`config.mk`:
```
export PLATFORM = sky130hd
export DESIGN_NAME = jvm_useq
export DESIGN_NICKNAME = d
export VERILOG_FILES = /design/src/rtl/jvm_useq.sv
export SDC_FILE = /design/constraint.sdc
export NUM_CORES = 1
export LEC_CHECK = 0
export CAP_MARGIN = 10
export CORE_ASPECT_RATIO = 1.25
export CORE_UTILIZATION = 30
export DETAILED_ROUTE_END_ITERATION = 7
export PLACE_DENSITY_LB_ADDON = 0.2
export SKIP_LAST_GASP = 1
export SYNTH_ARGS = -nofsm -noshare
export SYNTH_HDL_FRONTEND = slang
export SYNTH_SLANG_ARGS = --single-unit
```
`constraint.sdc`:
```
create_clock -name clk -period 5.7 [get_ports clk]
set_clock_uncertainty 0.2 [all_clocks]
set_input_delay 1.14 -clock clk [delete_from_list [all_inputs] [get_ports clk]]
set_output_delay 1.14 -clock clk [all_outputs]
set_load 0.02 [all_outputs]
```
`src/rtl/jvm_useq.sv`:
```
// Micro-sequencer: walks the next-address ROM chain for one JVM opcode; optional USEQ_WDOG_EN adds a step watchdog.
// First step 1 cycle after opcode accept, one step per accepted cycle; stalls hold upc and block new opcodes.
module jvm_useq #(
    parameter int ADDR_W     = 9,
    parameter int OPC_W      = 8,
    parameter int WDOG_LIMIT = 64
) (
    input  logic              clk,
    input  logic              rst,
    input  logic              op_valid,
    input  logic [OPC_W-1:0]  op_data,
    output logic              op_ready,
    output logic [ADDR_W-1:0] upc,
    input  logic [ADDR_W-1:0] nxt_adr,
    output logic              uop_valid,
    input  logic              uop_ready,
    input  logic              flush,
    output logic              busy,
    output logic              err
);

    typedef enum logic [1:0] {
        S_IDLE = 2'd0,
        S_RUN  = 2'd1,
        S_ERR  = 2'd2
    } state_e;

    state_e              state_q, state_d;
    logic [ADDR_W-1:0]   upc_q, upc_d;
    logic                err_q, err_d;
    logic                op_take;
    logic                step_take;
    logic                wdog_trip;

    always_ff @(posedge clk or posedge rst) begin
        if (rst) begin
            state_q <= S_IDLE;
            upc_q   <= '0;
            err_q   <= 1'b0;
        end else begin
            state_q <= state_d;
            upc_q   <= upc_d;
            err_q   <= err_d;
        end
    end

    always_comb begin
        state_d   = state_q;
        upc_d     = upc_q;
        err_d     = err_q;
        op_ready  = 1'b0;
        uop_valid = 1'b0;
        op_take   = 1'b0;
        step_take = 1'b0;
        case (state_q)
            S_IDLE: begin
                op_ready = 1'b1;
                if (op_valid) begin
                    upc_d   = ADDR_W'(op_data);
                    state_d = S_RUN;
                    op_take = 1'b1;
                end
            end
            S_RUN: begin
                uop_valid = 1'b1;
                if (uop_ready) begin
                    step_take = 1'b1;
                    if (nxt_adr == '0) begin
                        // Last step: take the next opcode in the same cycle for zero-bubble chaining.
                        op_ready = 1'b1;
                        if (op_valid) begin
                            upc_d   = ADDR_W'(op_data);
                            op_take = 1'b1;
                        end else begin
                            state_d = S_IDLE;
                        end
                    end else if ((nxt_adr == '1) || wdog_trip) begin
                        state_d = S_ERR;
                        err_d   = 1'b1;
                    end else begin
                        upc_d = nxt_adr;
                    end
                end
            end
            S_ERR: begin
                err_d = 1'b1;
            end
            default: begin
                state_d = S_IDLE;
            end
        endcase
        // Refusing opcodes during flush keeps fetch from losing one it thinks was taken.
        if (flush) begin
            state_d  = S_IDLE;
            upc_d    = '0;
            err_d    = 1'b0;
            op_ready = 1'b0;
            op_take  = 1'b0;
        end
    end

`ifdef USEQ_WDOG_EN
    localparam int CNT_W = $clog2(WDOG_LIMIT) + 1;

    logic [CNT_W-1:0] cnt_q, cnt_d;

    always_ff @(posedge clk or posedge rst) begin
        if (rst) begin
            cnt_q <= '0;
        end else begin
            cnt_q <= cnt_d;
        end
    end

    always_comb begin
        cnt_d = cnt_q;
        if (flush || op_take) begin
            cnt_d = '0;
        end else if (step_take) begin
            cnt_d = cnt_q + 1'b1;
        end
    end

    // The step being accepted now is number cnt_q+1; a non-final step WDOG_LIMIT traps.
    assign wdog_trip = (cnt_q == CNT_W'(WDOG_LIMIT - 1));
`else
    logic unused_wdog;

    assign unused_wdog = op_take ^ step_take ^ (WDOG_LIMIT == 0);
    assign wdog_trip   = 1'b0;
`endif

    assign upc  = upc_q;
    assign err  = err_q;
    assign busy = (state_q != S_IDLE);

endmodule

```
; Yosys cells after proc, flatten, opt, wreduce, memory -nomap -nowiden
; Index checks and enable logic that the tools add are counted.
[classes]
n_reduce_logical = 8
order_cmp = 0
multipliers = 0
bitwise_logic = 0
mux = 23
shift = 0
eq_ne = 11
n_addsub = 0
div_mod_pow = 0
[op_table]
columns = operator, count
row1 = 9-bit 2-to-1 mux, 5
row2 = 9-bit case mux with 2 select lines, 1
row3 = 2-bit 2-to-1 mux, 6
row4 = 3-bit inequality test (second input constant), 4
row5 = 4-bit inequality test (second input constant), 3
row6 = 9-bit equality test (second input constant), 1
row7 = 9-bit logical NOT, 1
row8 = 1-bit 2-to-1 mux, 8
row9 = 2-bit case mux with 3 select lines, 1
row10 = 3-bit nonzero test, 2
row11 = 5-bit AND reduction, 1
row12 = 1-bit case mux with 2 select lines, 2
row13 = 4-bit AND reduction, 1
row14 = 3-bit AND reduction, 1
row15 = 2-bit by 1-bit equality test with 1-bit output (second input constant), 1
row16 = 2-bit equality test (second input constant), 1
row17 = 2-bit logical NOT, 1
row18 = 2-bit inequality test (second input constant), 1
row19 = 2-bit nonzero test, 1
[word_totals]
rom_bits = 0
inputBits = 22
output_inout_bits = 13
register_bits = 12
latchBits = 0
mem_count = 0
mem_bits_rw = 0
wordCells = 45

; Depth between registers and ports, before layout
[depth]
word_depth = 6
ltp_mapped = 6
depth_no_buf = 4

; Worst setup path after synthesis
; No wires, ideal clock.
[synth_path]
path_type = input to output
startpoint = in nxt_adr[3]
endpoint = out op_ready
path_buffers = 1
setup_slack_ps = 1600
cell_stages = 5
t_required_ps = 4360
t_arrival_ps = 2760
cell_sequence = or4_4 -> buf_6 -> nor3_1 -> nand2_1 -> a211oi_1
[synth_between]
elab_chain_cells = 5
[synth_rtl]
columns = element, line_no
row1 = start: declaration, 14  ; input logic [ADDR_W-1:0] nxt_adr,
row2 = 9-bit logical NOT, 68  ; if (nxt_adr == '0) begin
row3 = 1-bit 2-to-1 mux, 68
row4 = 1-bit 2-to-1 mux, 66  ; if (uop_ready) begin
row5 = 1-bit case mux with 2 select lines, 55  ; case (state_q)
row6 = 1-bit 2-to-1 mux, 93  ; if (flush) begin
row7 = end: declaration, 12  ; output logic op_ready,
; Every way passes these cells.

; Worst setup path after layout
; Same ends and word-level chain as after synthesis.

==> results.tsv <==
stage	metric	value	unit
run_status	status	complete, no violations	
logic_synthesis	synth_cell_types	36	
placed_design	place_inst	155	
power	p_leak	0.474	nW
route	drt_wl_total	2.30	mm
cells_and_area	antenna_cells	0	
logic_synthesis	ys_async_sr_fraction	1.00	
logic_synthesis	synth_seq_cells	12	
global_route	overflow	0	
placed_design	dp.final_hpwl	1.70	mm
global_route	busiest_layer	met2	
timing	fmax	0.204	GHz
global_route	grt_max_degree	17	
clocking	cts_buffers	3	
min_path	holdPathEnd	err$_DFFE_PP0P_	
timing	setup_viol	0	
timing	worst_pin_slew	0.642	ns
min_path	hold_class	flip-flop to flip-flop	
clocking	clk_transition_reported_paths	0.07	ns
logic_synthesis	synth_edf_count	0	
floorplanning	coreArea	2730	µm²
global_route	grt_pass1_wl	4.00	mm
placed_design	io_buffer_count	34	
global_route	grt_pass1_vias	865	
run	drv_cap	0	
power	vdd_drop_max	89.2	µV
route	postRouteAntennaNets	0	
critical_path	reg2reg_depth	4	
floorplanning	ioPinCount	35	
route	wl_per_cell	14.5	µm
timing	fin_crit_sh	0.859	
floorplanning	fp.dieH	62.3	µm
power	powerDensity	203	nW/µm²
placed_design	gp_congestion	0.800	
global_route	use_met1	0.209	
logic_synthesis	synth-warning-count	0	
timing	finalSetupTns	0	ns
route	routed_via_density	5.51	
cells_and_area	fin_util	0.457	
logic_synthesis	synth_area	873	µm²
logic_synthesis	syn_inst	93	
floorplanning	die_area	3130	µm²
logic_synthesis	seq_area_frac_synth	0.344	
timing	setup_ws	0.801	ns
logic_synthesis	syn-num-nets	115	
cells_and_area	multi_input_area	522	µm²
clocking	cts_root_buf	clkbuf_4	
clocking	cts_num_sinks	12	
min_path	min_path_cells	2	
critical_path	worstPathRequired	4.36	ns
critical_path	r2r-start	state_q[0]$_DFFE_PP0P_	
cells_and_area	regArea	300	µm²
cells_and_area	design_area	1250	µm²
timing	rsz0062_at_grt	false	
global_route	met3_usage	0.0294	
min_path	hp-start	err$_DFFE_PP0P_	
floorplanning	num_rows	21	
cells_and_area	stdcell_count	158	
timing	hold-worst-slack	0.352	ns
critical_path	worst-path-max-fanout	6	
placed_design	placed_cell_area	1230	µm²
power	fin_total_pwr	253	µW
cells_and_area	fillCellCount	291	
global_route	gr-usage-met2	0.267	
timing	fin_crit	4.90	ns
global_route	antenna_found_initial	0	
critical_path	setup.worst_path.class	input port to output pin	
critical_path	critPathArrivalTime	3.56	ns
critical_path	end_kind	output pin	
clocking	cts.repair.resized	0	
clocking	hold_buffers	0	
global_route	grt_usage	0.164	
clocking	cts_tree	built	
clocking	cts-htree-levels	1	
route	dr.pass1.iters	4	
logic_synthesis	synth-main-ff-cell	dfrtp_1	
route	via_count	870	
route	first_iter_violations	19	
critical_path	startpoint_type	input port	
timing	relSlewSlack	0.572	
logic_synthesis	syn_area_per_cell	9.39	µm²
timing	slew_violations	0	
placed_design	post-place-ws	0.804	ns
cells_and_area	drive_gt1_frac	0.137	
floorplanning	die_w	50.3	µm
route	drc	0	
clocking	postCtsSetupBuffers	0	
timing	finalHoldViolations	0	
critical_path	rrSetupSlack	3.55	ns
critical_path	reg2reg_to	upc[2]$_DFFE_PP0P_	
cells_and_area	area_growth	43.1	%
cells_and_area	fin_nets	148	
floorplanning	start_util	0.320	
clocking	cts_buffer_depth	2	
clocking	clk-insertion-delay-late	0.27	ns
-- routing by layer --
metal  up-vias  wire, µm
met4         0        48
met2        27      1130
met3         6       108
li1        427         -
met1       410      1010
met5         -         0
-- cells by family after synthesis --
logic type | after synthesis | synth area share
simple gates | 24 | 0.165
buf+inv | 11 | 0.0587
flops | 12 | 0.344
mux | 11 | 0.138
compound gates | 35 | 0.295
-- cell type report --
| cell class | instances | area share |
|---|---|---|
| tap | 34 | 0.0340 |
| sequential | 12 | 0.240 |
| multi-input combinational | 70 | 0.417 |
| inverter | 4 | 0.0120 |
| clock buffer | 3 | 0.0180 |
| timing repair buffer | 35 | 0.278 |
-- worst max-delay path, stage by stage --
cell             delay [ns]
clkdlybuf4s50_1        0.45
or4_4                  0.61
nor3_1                 0.40
nand2_1                0.09
a211oi_1               0.23
clkdlybuf4s50_1        0.64
-- worst max path at each step --
stage | startpoint | to | depth (start not counted)
global route | nxt_adr[3] | op_ready | 6
floorplan | nxt_adr[3] | op_ready | 5
detailed placement | nxt_adr[3] | op_ready | 6
global placement | nxt_adr[3] | op_ready | 6
finish | nxt_adr[3] | op_ready | 6
CTS | nxt_adr[3] | op_ready | 6
-- cell usage after synthesis (2+ instances only) --
cell	number	area, µm²
a211oi_1	7	52.6
a21oi_1	9	45.0
a22oi_1	5	37.5
buf_2	2	10.0
clkbuf_1	4	15.0
dfrtp_1	12	300
inv_1	3	11.3
mux2_2	8	90.1
mux2i_1	3	30.0
nand2_1	3	11.3
nand2b_1	4	25.0
nand3_1	2	10.0
nand4_1	2	12.5
nor3_1	3	15.0
o22ai_1	3	18.8
o41ai_1	3	26.3
-- registers in the layout (all words and copies together), names as in the netlist --
name,count
state_q,2
upc,9
err,1
-- cell usage in the layout, fill, tap and decap left out, types with 2 or more instances in the layout --
cell type        count
clkdlybuf4s50_1     34
dfrtp_1             12
a21oi_1              9
mux2_2               8
a211oi_1             7
a22oi_1              5
nand2b_1             4
nand2_1              3
nor3_1               3
inv_1                3
mux2i_1              3
o22ai_1              3
o41ai_1              3
clkbuf_4             3
nand4_1              2
nand3_1              2
-- where the power goes --
| group | internal (mW) | leakage (nW) | total, mW | switching [mW] |
|---|---|---|---|---|
| Sequential | 0.0931 | 0.159 | 0.0999 | 0.00676 |
| Combinational | 0.0525 | 0.301 | 0.101 | 0.0483 |
| Clock | 0.0244 | 0.0138 | 0.0527 | 0.0284 |
| Total | 0.170 | 0.474 | 0.253 | 0.0834 |
(Power assumes the default switching activity.)
